===== src/rtl/cordic_pkg.sv =====
// cordic_pkg: shared constants and types for the CORDIC argument-reduction
// front end.
//   - FRAC_DEFAULT / OUT_FRAC_DEFAULT : default fixed-point fraction widths
//   - TWO_OVER_PI (Q1.30), PIO2 (Q2.32): reduction constants
//   - IEEE-754 single field widths and exponent bias
//   - quadrant_e : how the CORDIC core interprets the 2-bit quadrant
package cordic_pkg;

  localparam int unsigned FRAC_DEFAULT     = 28;
  localparam int unsigned OUT_FRAC_DEFAULT = 30;

  // Internal datapath widths: x is signed Q3.FRAC in X_W bits, k is the
  // rounded quotient (-5..5), RES_W holds x - k*pi/2 with 32 fraction bits.
  localparam int unsigned X_W   = 32;
  localparam int unsigned K_W   = 4;
  localparam int unsigned RES_W = 40;

  localparam int unsigned FLOAT_W  = 32;
  localparam int unsigned EXP_W    = 8;
  localparam int unsigned MANT_W   = 23;
  localparam int          EXP_BIAS = 127;
  // 2^(130-127) = 8.0 no longer fits the Q3 integer field.
  localparam int          RANGE_EXP = 130;

  localparam int unsigned        TWO_OVER_PI_FRAC = 30;
  localparam logic signed [31:0] TWO_OVER_PI      = 32'sh28BE60DC;
  localparam int unsigned        PIO2_FRAC        = 32;
  localparam logic signed [35:0] PIO2             = 36'sh1_921F_B544;

  // 0 -> sin r, 1 -> cos r, 2 -> -sin r, 3 -> -cos r
  typedef enum logic [1:0] {
    QUAD_SIN     = 2'd0,
    QUAD_COS     = 2'd1,
    QUAD_NEG_SIN = 2'd2,
    QUAD_NEG_COS = 2'd3
  } quadrant_e;

endpackage


===== src/rtl/float_to_fixed.sv =====
// float_to_fixed: combinational unpack of an IEEE-754 single into signed
// Q3.FRAC fixed point.
//   bits         : IEEE-754 single input
//   x            : signed Q3.FRAC value (0 for zero/denormal/flagged inputs)
//   invalid      : input is NaN or +/-Inf
//   out_of_range : finite input with |value| >= 8.0
module float_to_fixed
  import cordic_pkg::*;
#(
  parameter int unsigned FRAC = FRAC_DEFAULT
) (
  input  logic [FLOAT_W-1:0]    bits,
  output logic signed [X_W-1:0] x,
  output logic                  invalid,
  output logic                  out_of_range
);

  logic              sign;
  logic [EXP_W-1:0]  exp_f;
  logic [MANT_W:0]   mant;
  logic [X_W-1:0]    mag;
  int                shift;

  always_comb begin
    sign         = bits[FLOAT_W-1];
    exp_f        = bits[FLOAT_W-2 -: EXP_W];
    mant         = {1'b1, bits[MANT_W-1:0]};
    mag          = '0;
    invalid      = 1'b0;
    out_of_range = 1'b0;
    shift        = 0;
    if (exp_f == '1) begin
      invalid = 1'b1;
    end else if (int'(exp_f) >= RANGE_EXP) begin
      out_of_range = 1'b1;
    end else if (exp_f != '0) begin
      shift = int'(exp_f) - EXP_BIAS + int'(FRAC) - int'(MANT_W);
      if (shift >= 0) begin
        mag = {{(X_W-MANT_W-1){1'b0}}, mant} << shift;
      end else begin
        // Right shift drops bits, i.e. truncates the magnitude toward zero.
        mag = {{(X_W-MANT_W-1){1'b0}}, mant} >> (-shift);
      end
    end
    x = sign ? -mag : mag;
  end

endmodule


===== src/rtl/cordic_range_reduce.sv =====
// cordic_range_reduce: 3-stage argument reduction in front of the CORDIC
// rotation core. Maps a float angle x to r + q*pi/2 with r in ~[-pi/4, pi/4].
//   clock, reset       : rising-edge clock, synchronous active-high reset
//   io_in_valid/ready  : input handshake; ready drops while the output stalls
//   io_in_bits         : IEEE-754 single angle in radians
//   io_out_valid/ready : output handshake
//   io_out_angle       : residual r, signed Q1.OUT_FRAC
//   io_out_quadrant    : k mod 4
//   io_out_invalid     : input was NaN/Inf
//   io_out_range       : finite input with |x| >= 8.0
module cordic_range_reduce
  import cordic_pkg::*;
#(
  parameter int unsigned FRAC     = FRAC_DEFAULT,
  parameter int unsigned OUT_FRAC = OUT_FRAC_DEFAULT
) (
  input  logic                clock,
  input  logic                reset,
  input  logic                io_in_valid,
  output logic                io_in_ready,
  input  logic [FLOAT_W-1:0]  io_in_bits,
  output logic                io_out_valid,
  input  logic                io_out_ready,
  output logic [OUT_FRAC+1:0] io_out_angle,
  output logic [1:0]          io_out_quadrant,
  output logic                io_out_invalid,
  output logic                io_out_range
);

  localparam int unsigned PW        = 2 * X_W;
  localparam int unsigned AW        = OUT_FRAC + 2;
  localparam int unsigned PROD_FRAC = FRAC + TWO_OVER_PI_FRAC;
  localparam int unsigned ALIGN     = PIO2_FRAC - FRAC;
  localparam int unsigned DROP      = PIO2_FRAC - OUT_FRAC;

  logic advance;

  logic                  s1_valid, s1_invalid, s1_range;
  logic signed [X_W-1:0] s1_x;
  logic                  s2_valid, s2_invalid, s2_range;
  logic signed [X_W-1:0] s2_x;
  logic signed [K_W-1:0] s2_k;
  logic                  s3_valid, s3_invalid, s3_range;
  logic [AW-1:0]         s3_angle;
  quadrant_e             s3_quad;

  logic signed [X_W-1:0]   unpack_x;
  logic                    unpack_invalid, unpack_range;
  logic signed [PW-1:0]    prod_rnd;
  logic signed [K_W-1:0]   k_next;
  logic signed [RES_W-1:0] diff;
  logic [AW-1:0]           angle_next;

  float_to_fixed #(.FRAC(FRAC)) u_unpack (
    .bits         (io_in_bits),
    .x            (unpack_x),
    .invalid      (unpack_invalid),
    .out_of_range (unpack_range)
  );

  // Flagged inputs arrive with x=0, so k and r fall out as 0 on their own.
  always_comb begin
    // floor(p + 0.5): bias by half an LSB of k, then arithmetic shift floors.
    prod_rnd   = PW'(s1_x) * PW'(TWO_OVER_PI) + (PW'(1) <<< (PROD_FRAC - 1));
    k_next     = K_W'(prod_rnd >>> PROD_FRAC);
    diff       = (RES_W'(s2_x) <<< ALIGN) - RES_W'(s2_k) * RES_W'(PIO2);
    angle_next = AW'(diff >>> DROP);
  end

  // The whole pipe freezes only when a valid result is being held back.
  assign advance     = !(s3_valid && !io_out_ready);
  assign io_in_ready = advance;

  always_ff @(posedge clock) begin
    if (reset) begin
      s1_valid   <= 1'b0;
      s1_invalid <= 1'b0;
      s1_range   <= 1'b0;
      s1_x       <= '0;
      s2_valid   <= 1'b0;
      s2_invalid <= 1'b0;
      s2_range   <= 1'b0;
      s2_x       <= '0;
      s2_k       <= '0;
      s3_valid   <= 1'b0;
      s3_invalid <= 1'b0;
      s3_range   <= 1'b0;
      s3_angle   <= '0;
      s3_quad    <= QUAD_SIN;
    end else if (advance) begin
      s1_valid   <= io_in_valid;
      s1_invalid <= unpack_invalid;
      s1_range   <= unpack_range;
      s1_x       <= unpack_x;
      s2_valid   <= s1_valid;
      s2_invalid <= s1_invalid;
      s2_range   <= s1_range;
      s2_x       <= s1_x;
      s2_k       <= k_next;
      s3_valid   <= s2_valid;
      s3_invalid <= s2_invalid;
      s3_range   <= s2_range;
      s3_angle   <= angle_next;
      s3_quad    <= quadrant_e'(s2_k[1:0]);
    end
  end

  assign io_out_valid    = s3_valid;
  assign io_out_angle    = s3_angle;
  assign io_out_quadrant = s3_quad;
  assign io_out_invalid  = s3_invalid;
  assign io_out_range    = s3_range;

endmodule

===== config.mk =====
export PLATFORM = sky130hd
export DESIGN_NAME = cordic_range_reduce
export DESIGN_NICKNAME = d
export VERILOG_FILES = /design/src/rtl/cordic_pkg.sv /design/src/rtl/float_to_fixed.sv /design/src/rtl/cordic_range_reduce.sv
export SDC_FILE = /design/constraint.sdc
export NUM_CORES = 2
export LEC_CHECK = 0
export CAP_MARGIN = 20
export CORE_MARGIN = 4
export CORE_UTILIZATION = 42
export CTS_CLUSTER_SIZE = 8
export DETAILED_ROUTE_END_ITERATION = 7
export GPL_ROUTABILITY_DRIVEN = 0
export HOLD_SLACK_MARGIN = 0.02
export SETUP_SLACK_MARGIN = 0.02
export SKIP_LAST_GASP = 1
export SLEW_MARGIN = 30
export SYNTH_ARGS = -nofsm -noshare
export SYNTH_HDL_FRONTEND = slang
export SYNTH_SLANG_ARGS = --single-unit
export TNS_END_PERCENT = 1

===== constraint.sdc =====
create_clock -name clock -period 23.4 [get_ports clock]
set_input_delay 4.68 -clock clock [delete_from_list [all_inputs] [get_ports clock]]
set_output_delay 4.68 -clock clock [all_outputs]
set_load 0.05 [all_outputs]

# Yosys cells after proc, flatten, opt, wreduce, memory -nomap -nowiden
# Cells that the tools add are included.
[word_totals]
ff_bits = 109
in_bits = 36
output_inout_bits = 38
[classes]
add_sub_neg = 7
n_mul = 2
order_cmp = 2
n_eq_ne = 1
n_shift = 2
muxes = 8
reduce_logical = 4
[op_table]
columns = ["operator", "count"]
rows = [
  ["32-bit 2-to-1 mux", 5],
  ["32-bit negation", 2],
  ["62-bit by 59-bit adder with 62-bit output (second input constant)", 1],
  ["32-bit by 29-bit multiplier with 60-bit output (second input constant)", 1],
  ["34-bit subtractor", 1],
  ["32-bit by 6-bit adder with 32-bit output (second input constant)", 1],
  ["32-bit by 1-bit greater-or-equal comparator with 1-bit output (second input constant)", 1],
  ["4-bit by 32-bit multiplier with 32-bit output (second input constant)", 1],
  ["24-bit by 32-bit left shift with 32-bit output", 1],
  ["24-bit by 32-bit >> shifter with 32-bit output", 1],
  ["32-bit by 6-bit subtractor with 32-bit output (second input constant)", 1],
  ["8-bit by 7-bit subtractor with 9-bit output (second input constant)", 1],
  ["8-bit == test (second input constant)", 1],
  ["8-bit greater-or-equal comparator (second input constant)", 1],
  ["8-bit nonzero test", 1],
  ["1-bit 2-to-1 mux", 3],
  ["1-bit zero test", 2],
  ["1-bit logical AND", 1],
]

# Logic depth before layout (Yosys ltp)
[logic_depth]
depth_word = 11
depth_mapped = 31
depth_no_buf = 31

# Hierarchy
# Synthesis repeated with hierarchy kept, for this count alone.
[unflattened]
hier_cells = 3405
area_unflattened_um2 = 29180.5
[modules_own_cells]
columns = ["module", "n_inst", "cells_each", "area_each_um2", "seq_area_each_um2"]
rows = [
  ["cordic_range_reduce", 1, 2561, 23446.2, 2162.1],
  ["float_to_fixed", 1, 844, 5734.2, 0.0],
]

# Worst setup path before layout
# Ideal clock, no wire load.
[synth_timing]
path_kind = "input to register"
startpoint = "input io_in_bits[23]"
endpoint = "register s1_x[24]"
setup_time_ps = 86
t_arrival_ps = 11211
t_required_ps = 23314
setup_slack_ps = 12103
cell_stages = 30
n_path_buf = 5
path_cell_list = "buf_1 inv_1 clkbuf_1 buf_1 ha_1 clkbuf_1 inv_1 a21o_1 a21o_1 or3_1 ha_1 nor2b_1 nand4_1 a21oi_1 a2bb2oi_1 or4_1 or4_1 a21oi_1 nand3_2 clkbuf_1 o31a_1 o21a_1 or2_2 ha_1 inv_1 nor2_1 nand3_1 o21ai_0 o41a_1 a221oi_2"
[synth_between]
elab_chain_len = 11
[synth_lines]
columns = ["element", "line", "source"]
rows = [
  ["start: declaration", "cordic_range_reduce.sv:21", "input logic [FLOAT_W-1:0] io_in_bits,"],
  ["8-bit by 7-bit subtractor with 9-bit output", "float_to_fixed.sv:37", "shift = int'(exp_f) - EXP_BIAS + int'(FRAC) - int'(MANT_W);"],
  ["32-bit by 6-bit adder with 32-bit output", "float_to_fixed.sv:37", ""],
  ["32-bit by 6-bit subtractor with 32-bit output", "float_to_fixed.sv:37", ""],
  ["32-bit negation", "float_to_fixed.sv:42", "mag = {{(X_W-MANT_W-1){1'b0}}, mant} >> (-shift);"],
  ["24-bit by 32-bit >> shifter with 32-bit output", "float_to_fixed.sv:42", ""],
  ["32-bit 2-to-1 mux", "float_to_fixed.sv:38", "if (shift >= 0) begin"],
  ["32-bit 2-to-1 mux", "float_to_fixed.sv:36", "end else if (exp_f != '0) begin"],
  ["32-bit 2-to-1 mux", "float_to_fixed.sv:34", "end else if (int'(exp_f) >= RANGE_EXP) begin"],
  ["32-bit 2-to-1 mux *", "float_to_fixed.sv:32", "if (exp_f == '1) begin"],
  ["32-bit negation", "float_to_fixed.sv:45", "x = sign ? -mag : mag;"],
  ["32-bit 2-to-1 mux *", "float_to_fixed.sv:45", ""],
  ["end signal: assignment", "cordic_range_reduce.sv:94", "s1_x <= unpack_x;"],
  ["end: declaration", "cordic_range_reduce.sv:39", "logic signed [X_W-1:0] s1_x;"],
]
# Mark *: on every way between the ends. The rest lies on a longest branch, timed or not.
# A chain may end at the register's enable or synchronous reset.

# Worst setup path in the final report
# Same ends and word-level chain as after synthesis.

==> metrics.cfg <==
[logic_synthesis]
ys_warn_count=0
synthesis.area_sq_um=27900
syn_avg_cell_area_sq_um=8.60
synth_area_leaders=fa_1, ha_1, inv_1
synth_most_common_cell=inv_1
synth_edf_count=0
synth.distinct_cells=88
syn_nets=4105
synth_ff_type=dfxtp_1
async_flop_share_pct=0
synth_top_area_share_pct=30.5
synth-seq-cells=108
yosys.area.top_type=fa_1
synthCells=3247
synth_top_cells_by_count=inv_1, fa_1, ha_1
synth.yosys.seq_area_share_pct=7.74

[sta]
slew_viol_final=0
finalCritPeriodShare_pct=54.2
fmaxAchievable_ghz=0.0789
slew_headroom_pct=37.4
tns_ps=0
fin_skew_ps=20.7
worst_pin_slew_ps=930
finalSetupViolCount=0
timing.final.crit_period_ps=12670
rsz0062_at_grt=false
finalHoldViolCount=0
worst_slack_ps=10730

[clocking]
clockBufferDepth=2
cts_inserted_buffers=9
cts_hold_buffers=0
cts.sinks=108
cts.reportedPaths.clkPinSlew_ps=80
cts_resized=0
clk_latency_ps=380
root_buffer=clkbuf_16
cts_tree=done
htree_num_levels=3
post-cts-setup-buffer-count=0

[place]
place_hpwl_microns=65900
dp_slack_ps=10490
placedCellCount=4115
portBuffers=73

[pwr]
clockPowerShare_pct=10.6
p_sw_w=0.000784
p_leak_nw=15.2
p_per_area_nw_per_um2=50.6
power.internal_w=0.000733
vdd_ir_drop_max_uv=39.1
total_power_w=0.00152
switching_share_pct=51.7
pwr-share-comb_pct=73.5
pwr-share-seq_pct=15.8

[worst_setup_path]
worstSetupPathType=primary input to flip-flop
worstPathArrival_ps=12960
critPathLaunchType=primary input
setup.worst_path.start=io_in_bits[23]
critPathRequiredTime_ps=23690
cpMaxStageDelayCell=a2bb2oi_2
path_max_fanout=70
cpMostUsedCell=inv_1
end_kind=flip-flop
crit_family=simple AND/OR/NAND/NOR gates
worstPathBufferInverterCount=6
cpPeakStageDelay_ps=640
r2r-start=s1_x[11]

[global_routing]
grt_use_total_pct=22.5
antenna_found_initial=1
grt_max_degree=77
grt_pass1_wl_microns=126000
grt_overflow=0
grt_pass1_vias=22800

[route]
vias=22400
detail-route-antenna-nets=0
drc=0
wl_microns=78900
wl_per_cell_microns=19.1
viasPerCell=5.43
drtPass1Iterations=8
drt_iter0_drc=1613

[cells_and_area]
utilization_pct=45.5
layout-drive-gt1-share_pct=3.95
nFillCells=6616
area_growth_pct=7.21
diodes=0
fin_cells=4131
ff_latch_area_sq_um=2170
multi_input_area_sq_um=23000
final_nets=4120

[floorplan]
placementRows=94
design.core.area_sq_um=65900
fp.dieW_microns=266
io_pins=74
die_area_sq_um=70700
die_y_microns=266
start_util_pct=42.4

[job]
cap_violations=0

[min_path]
min-delay-start=io_out_angle[15]
holdCritPathClass=flip-flop to flip-flop

[run_status]
outcome=completed

-- worst min-delay path, cell delays in order (launching register included) --
cell and delay, ps:
dfxtp_1 320, nand2_1 50, a21oi_1 50
-- cells in the final DEF (no fill, tap or decap), types with 20 or more instances in the layout --
cell,instances
ha_1,395
clkdlybuf4s50_1,70
fa_1,426
nor2_1,149
xor2_1,41
o31ai_1,22
buf_4,37
nand2b_1,22
or3_1,26
nand4_1,21
xnor2_1,85
a21oi_1,194
o21ai_0,112
mux2i_1,50
a211oi_1,28
nand3_1,64
mux2_2,23
dfxtp_1,101
inv_1,630
nor4_1,26
nor2b_1,20
nor3_1,51
nand2_1,304
a31oi_1,30
a21o_1,40
-- stage by stage --
step | area [sq um] | hold WS (ps)
floorplan | 27900 | 432
finish | 29900 | 454
global placement | 29600 | 439
global route | 29900 | 473
detailed placement | 29600 | 443
CTS | 29900 | 454
-- power by group through the flow --
stage	sequential [W]	clock (W)	combinational (W)
3_5_place_dp	0.000245	0	0.00110
6_report	0.000240	0.000161	0.00112
2_1_floorplan	0.000326	0	0.000728
4_1_cts	0.000241	0.000165	0.00112
5_1_grt	0.000245	0.000171	0.00125
3_3_place_gp	0.000244	0	0.00110
-- state kept, by name (all words and copies together) (netlist names) --
signal           flops
io_out_angle        32
io_out_invalid       1
io_out_quadrant      1
io_out_range         1
io_out_valid         1
s1_invalid           1
s1_range             1
s1_valid             1
s1_x                32
s2_invalid           1
s2_k                 4
s2_range             1
s2_valid             1
s2_x                30
-- worst paths after layout --
check                                        end  slack [ps]  cells past startpoint
worst max-delay path                    s1_x[24]       10730                     28
worst min-delay path            io_out_angle[15]         450                      2
worst min register to register  io_out_angle[15]         450                      2
worst max register to register           s2_k[3]       14260                     28
-- cell type report --
type / count / share of cell area (%)
multi-input cells: 2402 / 76.9
inverters: 631 / 7.91
flip-flops and latches: 108 / 7.26
well taps: 864 / 3.61
repair buffers: 110 / 3.32
clock buffers: 10 / 0.836
clock inverters: 6 / 0.184
-- per-layer routing --
layer  GRT usage (%)  part of all wire (%)  up-vias
met5               0                     0        -
met3            2.09                   4.5      113
li1                -                     -    10800
met1            31.1                    46    10900
met2            38.7                    48      579
met4            4.86                   2.4        0
-- logic make-up after synthesis --
group	synth area share, %
adders and majority gates	48.3
AOI/OAI and AO/OA	14.2
and+or+nand+nor	12.9
xor gates and xnor gates	4.04
DFF	7.74
buffers and inverters	9.96
muxes	2.88
Note: power is estimated with default switching activity, not from simulation.
